### src/rtl/step_ctrl.sv
// Single-step processor clock-enable controller: synchronizes the push button and
// mode switch, debounces the push, and issues one cpu_en pulse per accepted press.
module step_ctrl #(
  parameter int unsigned DEBOUNCE_CYCLES = 500000,
  parameter int unsigned CNT_W           = 16
) (
  input  logic             clk,
  input  logic             reset,
  input  logic             push,
  input  logic             ena_switch,
  output logic             cpu_en,
  output logic             push_level,
  output logic             step_mode,
  output logic [CNT_W-1:0] step_count
);

  localparam int unsigned DB_W    = (DEBOUNCE_CYCLES > 1) ? $clog2(DEBOUNCE_CYCLES) : 1;
  // Transition fires on the edge where the count would reach DEBOUNCE_CYCLES-1,
  // giving a total push-rise to push_level latency of 2+DEBOUNCE_CYCLES.
  localparam int unsigned DB_LAST = (DEBOUNCE_CYCLES > 1) ? DEBOUNCE_CYCLES - 2 : 0;

  typedef enum logic [1:0] {
    ST_LOW       = 2'd0,
    ST_WAIT_HIGH = 2'd1,
    ST_HIGH      = 2'd2,
    ST_WAIT_LOW  = 2'd3
  } state_t;

  state_t          state;
  logic [DB_W-1:0] db_cnt;
  logic            push_s1;
  logic            push_s2;
  logic            ena_s1;
  logic            db_done_c;
  logic            press_c;

  assign db_done_c = (db_cnt >= DB_W'(DB_LAST));
  assign press_c   = (state == ST_WAIT_HIGH) && push_s2 && db_done_c;

  // Two-flop synchronizers; step_mode is the second ena_switch stage.
  always_ff @(posedge clk or negedge reset) begin
    if (!reset) begin
      push_s1   <= 1'b0;
      push_s2   <= 1'b0;
      ena_s1    <= 1'b0;
      step_mode <= 1'b0;
    end else begin
      push_s1   <= push;
      push_s2   <= push_s1;
      ena_s1    <= ena_switch;
      step_mode <= ena_s1;
    end
  end

  // Debounce FSM with registered push_level.
  always_ff @(posedge clk or negedge reset) begin
    if (!reset) begin
      state      <= ST_LOW;
      db_cnt     <= '0;
      push_level <= 1'b0;
    end else begin
      case (state)
        ST_LOW: begin
          if (push_s2) begin
            state  <= ST_WAIT_HIGH;
            db_cnt <= '0;
          end
        end
        ST_WAIT_HIGH: begin
          if (!push_s2) begin
            state  <= ST_LOW;
            db_cnt <= '0;
          end else if (db_done_c) begin
            state      <= ST_HIGH;
            db_cnt     <= '0;
            push_level <= 1'b1;
          end else begin
            db_cnt <= db_cnt + DB_W'(1);
          end
        end
        ST_HIGH: begin
          if (!push_s2) begin
            state  <= ST_WAIT_LOW;
            db_cnt <= '0;
          end
        end
        ST_WAIT_LOW: begin
          if (push_s2) begin
            state  <= ST_HIGH;
            db_cnt <= '0;
          end else if (db_done_c) begin
            state      <= ST_LOW;
            db_cnt     <= '0;
            push_level <= 1'b0;
          end else begin
            db_cnt <= db_cnt + DB_W'(1);
          end
        end
        default: begin
          state      <= ST_LOW;
          db_cnt     <= '0;
          push_level <= 1'b0;
        end
      endcase
    end
  end

  // cpu_en is judged against the value step_mode takes on this same edge.
  always_ff @(posedge clk or negedge reset) begin
    if (!reset) begin
      cpu_en     <= 1'b0;
      step_count <= '0;
    end else if (ena_s1) begin
      cpu_en <= press_c;
      if (press_c) begin
        step_count <= step_count + CNT_W'(1);
      end
    end else begin
      cpu_en <= 1'b1;
    end
  end

endmodule

### config.mk
export PLATFORM = sky130hd
export DESIGN_NAME = step_ctrl
export DESIGN_NICKNAME = d
export VERILOG_FILES = /design/src/rtl/step_ctrl.sv
export SDC_FILE = /design/constraint.sdc
export NUM_CORES = 1
export LEC_CHECK = 0
export CORE_UTILIZATION = 47
export CTS_BUF_LIST = sky130_fd_sc_hd__clkbuf_16
export DETAILED_ROUTE_END_ITERATION = 6
export PLACE_DENSITY = 0.7
export SYNTH_ARGS = -nofsm -noshare
export SYNTH_HDL_FRONTEND = slang
export SYNTH_SLANG_ARGS = --single-unit
### constraint.sdc
create_clock -name clk -period 4.7 [get_ports clk]
set_input_delay 0.47 -clock clk [delete_from_list [all_inputs] [get_ports clk]]
set_output_delay 0.47 -clock clk [all_outputs]
set_load 0.02 [all_outputs]
# ---- After elaboration in Yosys (flattened, before gate mapping)
# Index checks and enable logic that the tools add are counted.
dict set report totals {
  regBits 43
  output_inout_bits 19
}
dict set report op_classes {
  n_addsub 2
  order_cmp 1
  eq_ne 11
  n_mux 19
  reduce_logical 8
}
# op count
set ops {}
lappend ops {{2-to-1 mux 19 bit} 5}
lappend ops {{case mux 19 bit (4 select lines)} 1}
lappend ops {{adder 19 x 1 -> 19 bit (second input constant)} 1}
lappend ops {{>= comparator 19 bit (second input constant)} 1}
lappend ops {{adder 16 x 1 -> 16 bit (second input constant)} 1}
lappend ops {{2-to-1 mux 2 bit} 6}
lappend ops {{!= test 2 bit (second input constant)} 6}
lappend ops {{case mux 2 bit (4 select lines)} 1}
lappend ops {{!= test 3 bit (second input constant)} 2}
lappend ops {{2-to-1 mux 1 bit} 5}
lappend ops {{AND reduction 5 bit} 1}
lappend ops {{== test 2 bit (second input constant)} 2}
lappend ops {{AND reduction 2 bit} 2}
lappend ops {{AND reduction 4 bit} 1}
lappend ops {{== test 2 x 1 -> 1 bit (second input constant)} 1}
lappend ops {{logical AND 1 bit} 2}
lappend ops {{logical NOT 2 bit} 1}
lappend ops {{case mux 1 bit (2 select lines)} 1}
lappend ops {{nonzero test 2 bit} 1}

# ---- Longest topological paths before layout
dict set report logic_depth {
  depth_word 4
  mapped_depth 8
  mapped_depth_nobuf 7
}

# ---- Worst setup path before layout
# OpenSTA, ideal clock, no wires.
dict set report synth_timing {
  path_kind {reg-to-reg}
  from {register db_cnt[0]}
  to {register db_cnt[8]}
  setup_ns 0.064
  arrival_time_ns 1.740
  required_time_ns 4.636
  slack_ns 2.896
  stages_incl_launch_ff 9
  path_buffers 1
  synth_period_minus_slack_ns 1.804
  path_cell_list {dfrtp_1 inv_1 ha_1 o21ai_0 o2111ai_2 a21o_1 buf_6 nor4_1 a21o_1}
}
dict set report synth_via {
  elab_chain_cells 4
  elab_cells_between_ends 6
  cone_classes {add/sub (1); order compare (1); mux (4)}
}
# item line
set synth_rtl {}
lappend synth_rtl {{start, declared} 30} ;# logic [DB_W-1:0] db_cnt;
lappend synth_rtl {{start signal, assigned} 78} ;# db_cnt <= db_cnt + DB_W'(1);
lappend synth_rtl {{start signal, assigned} 96} ;# db_cnt <= db_cnt + DB_W'(1);
lappend synth_rtl {{adder 19 x 1 -> 19 bit / >= comparator 19 bit (equally long branches)} {78, 96, 37}}
lappend synth_rtl {{2-to-1 mux 19 bit (*)} {73, 91}}
lappend synth_rtl {{2-to-1 mux 19 bit, on equally long branches} {88, 70}}
lappend synth_rtl {{case mux 19 bit (4 select lines) (*)} 62} ;# case (state)
# Mark *: on every way between the ends. The rest lies on a longest branch, timed or not.
# A chain may end at the register's enable or synchronous reset.

# ---- Worst setup path after layout
dict set report layout_timing {
  from {register db_cnt[0]}
  to {register db_cnt[12]}
}
# The elaborated chain is that of the path after synthesis.

==> run_results.csv <==
group,metric,value,unit
status,status,"finished clean",
sta,finalHoldViolations,0,
critical_path,slowest_stage,"a21oi_2",
clock_tree,cts_tree,"yes",
logic_synthesis,yosysWarningCount,0,
logic_synthesis,synth_area_leader_cell,"dfrtp_1",
critical_path,cp.required,4900,ps
layout,fin_util,0.579,
layout,area_delta_synth_final,17.1,%
logic_synthesis,synth_nets,222,
critical_path,cp_max_fo,24,
clock_tree,numCtsBuffers,5,
placement,dp_hpwl,2840,um
sta,maxSlewViolCount,0,
layout,seq_area,0.00108,mm2
critical_path,reg2reg_slack,2290,ps
logic_synthesis,synthCells,215,
logic_synthesis,synth_most_common_cell,"dfrtp_1",
sta,tightest_slew,952,ps
logic_synthesis,synth_top_area_share,0.493,
logic_synthesis,synthTopCellsByCount,"dfrtp_1 (43), nand2_1 (20), nand3_1 (19)",
power_and_ir_drop,p_leak,0.00111,uW
critical_path,end_kind,"flip-flop",
placement,gp_congestion,0.815,
logic_synthesis,ys_async_sr_fraction,1.00,
clock_tree,cts_max_path_buffers,2,
sta,grt_setup_unrepaired,"no",
clock_tree,cts.htree.levels,2,
detailed_routing,dr.pass1.iters,4,
floorplan,die_h,70.2,um
layout,drive_gt1_frac,0.0882,
floorplan,core_area,0.00441,mm2
global_route,grt_overflow_total,0,
logic_synthesis,ys_seq_area_frac,0.493,
sta,setup_viol,0,
sta,max_freq,415,MHz
global_route,grtUsageTotal,0.198,
critical_path,r2r_end,"db_cnt[12]",
power_and_ir_drop,p_int,614,uW
critical_path,cpPeakStageDelay,760,ps
logic_synthesis,synth_area,0.00218,mm2
clock_tree,cts_resized,0,
detailed_routing,dr_total_vias,1658,
clock_tree,worstSkewPairLatency,280,ps
layout,num_antenna_cells,0,
critical_path,r2r_cells,7,
floorplan,initial_core_util,0.495,
sta,slew_headroom,0.365,
detailed_routing,drc_errors,0,
logic_synthesis,ys_seq_elements,43,
floorplan,die-area,0.00492,mm2
worst_hold_path,hold_class,"in -> async",
critical_path,crit_chain,"inv_1 > ha_1 > o21ai_0 > o2111ai_2 > a21oi_2 > a41oi_1 > a31oi_1",
logic_synthesis,synth_area_leaders,"dfrtp_1 (49%), nand3_1 (4.4%), xnor2_1 (4.0%)",
global_route,grt_start_max_net_pins,44,
sta,period_needed,2410,ps
global_route,grt_first_pass_wirelength,7630,um
global_route,antenna_found_initial,0,
logic_synthesis,synth_edf_count,0,
power_and_ir_drop,p_seq_frac,0.481,
logic_synthesis,avgSynthCellArea,10.2,um2
layout,nFillCells,404,
power_and_ir_drop,p_comb_frac,0.131,
sta,finalSetupTns,0,ps
detailed_routing,wl_per_cell,14.6,um
detailed_routing,drt_iter0_markers,74,
clock_tree,post_cts_buffers,0,
job,maxCapViolCount,0,
critical_path,path_depth,7,
floorplan,io_pins,23,
critical_path,cp_top_family,"compound AO/OA/AOI/OAI gates",
layout,final_nets,244,
critical_path,arrival,2600,ps
sta,fin_hold_ws,343,ps
power_and_ir_drop,clock_power_share,0.388,
detailed_routing,routed_wl,4220,um
floorplan,rows,24,
detailed_routing,vias_per_cell,5.72,
clock_tree,root_buffer,"clkbuf_16",
placement,port_buffers,22,
critical_path,crit_buf_inv,1,
clock_tree,cts_sinks,43,
critical_path,r2r_start,"db_cnt[0]",
clock_tree,cts_hold_buf,0,
floorplan,die_w,70.2,um
layout,multi_input_area,0.00104,mm2
detailed_routing,drtAntennaViolNets,0,
global_route,grt_pass1_vias,1614,
clock_tree,clk_pin_slew,60,ps
sta,period_share,0.512,
power_and_ir_drop,vdd_drop_max,0.000291,V
power_and_ir_drop,cellPowerDensity,335,mW/mm2
critical_path,path_class,"reg -> reg",
critical_path,crit_path_start_kind,"flip-flop",
power_and_ir_drop,swShare,0.282,
logic_synthesis,synthFlopType,"dfrtp_1",
logic_synthesis,synth_cell_types,44,
sta,skew,5.32,ps
power_and_ir_drop,power_switching,242,uW
-- final cells by class --
class	instances	share of cell area
Clock buffer	5	0.0489
Timing Repair Buffer	22	0.0842
Multi-Input combinational cell	159	0.405
Tap cell	52	0.0255
Inverter	6	0.00881
Clock inverter	3	0.00636
Sequential cell	43	0.421
-- stage by stage --
step / worst slack (ps) / cell area, um2 / power [uW] / cells
2_1_floorplan: 2900 / 2180 / 505 / 215
3_3_place_gp: 2410 / 2410 / 527 / 282
3_5_place_dp: 2320 / 2410 / 531 / 282
4_1_cts: 2310 / 2560 / 865 / 290
5_1_grt: 2000 / 2560 / 899 / 290
6_report: 2290 / 2560 / 856 / 290
-- cell usage in the layout (no fill, tap or decap), types with 2 or more instances in the layout --
cell type,netlist,layout
a21oi_1,13,13
a41oi_1,3,3
nand4_1,5,5
a31oi_1,9,9
nand2_1,20,20
or3_1,2,2
a21o_1,5,5
clkbuf_16,0,5
xnor2_1,10,10
o21ai_1,8,8
nand2b_1,8,8
nand3_1,19,19
o21a_1,2,2
dfrtp_1,43,43
inv_1,6,7
nor4_4,2,2
xor2_1,7,7
or2_2,2,2
nor4_1,2,2
nor2_1,11,11
o21ai_0,3,3
ha_1,3,3
clkdlybuf4s50_1,0,21
nor3_1,7,7
-- flip-flops by register name, summed over array words and instances (netlist names), named ones only --
register,cells
step_mode,1
push_s2,1
state,1
ena_s1,1
push_s1,1
push_level,1
step_count,16
cpu_en,1
db_cnt,19
-- cells by family after synthesis --
group	synth area share
XOR/XNOR	0.0682
AND/OR/NAND/NOR	0.221
multiplexers	0.0149
AO/OA/AOI/OAI	0.153
adder cells (fa/ha/maj)	0.0172
buffers and inverters	0.0327
flip-flops	0.493
-- power groups by stage --
stage / Combinational [uW] / Sequential (uW) / Clock [uW]
2_1_floorplan: 91.0 / 414 / 0
3_3_place_gp: 110 / 417 / 0
5_1_grt: 129 / 416 / 354
6_report: 112 / 412 / 332
3_5_place_dp: 112 / 419 / 0
4_1_cts: 113 / 412 / 340
-- worst max-delay path by stage --
stage              start         end  slack, ps
2_1_floorplan  db_cnt[0]   db_cnt[8]       2900
3_3_place_gp   db_cnt[0]  db_cnt[12]       2410
3_5_place_dp   db_cnt[0]  db_cnt[12]       2320
4_1_cts        db_cnt[0]  db_cnt[12]       2310
5_1_grt        db_cnt[0]  db_cnt[12]       2000
6_report       db_cnt[0]  db_cnt[12]       2290
-- metal layers --
metal / part of all wire / routed length [um] / track usage / vias to the layer above
met4: 0.020 / 86 / 0.0778 / 0
met2: 0.48 / 2010 / 0.310 / 34
li1: - / - / - / 820
met5: 0 / 0 / 0 / -
met1: 0.47 / 1990 / 0.265 / 795
met3: 0.032 / 137 / 0.0491 / 9
No activity file was read; power rests on OpenSTA's default activity.
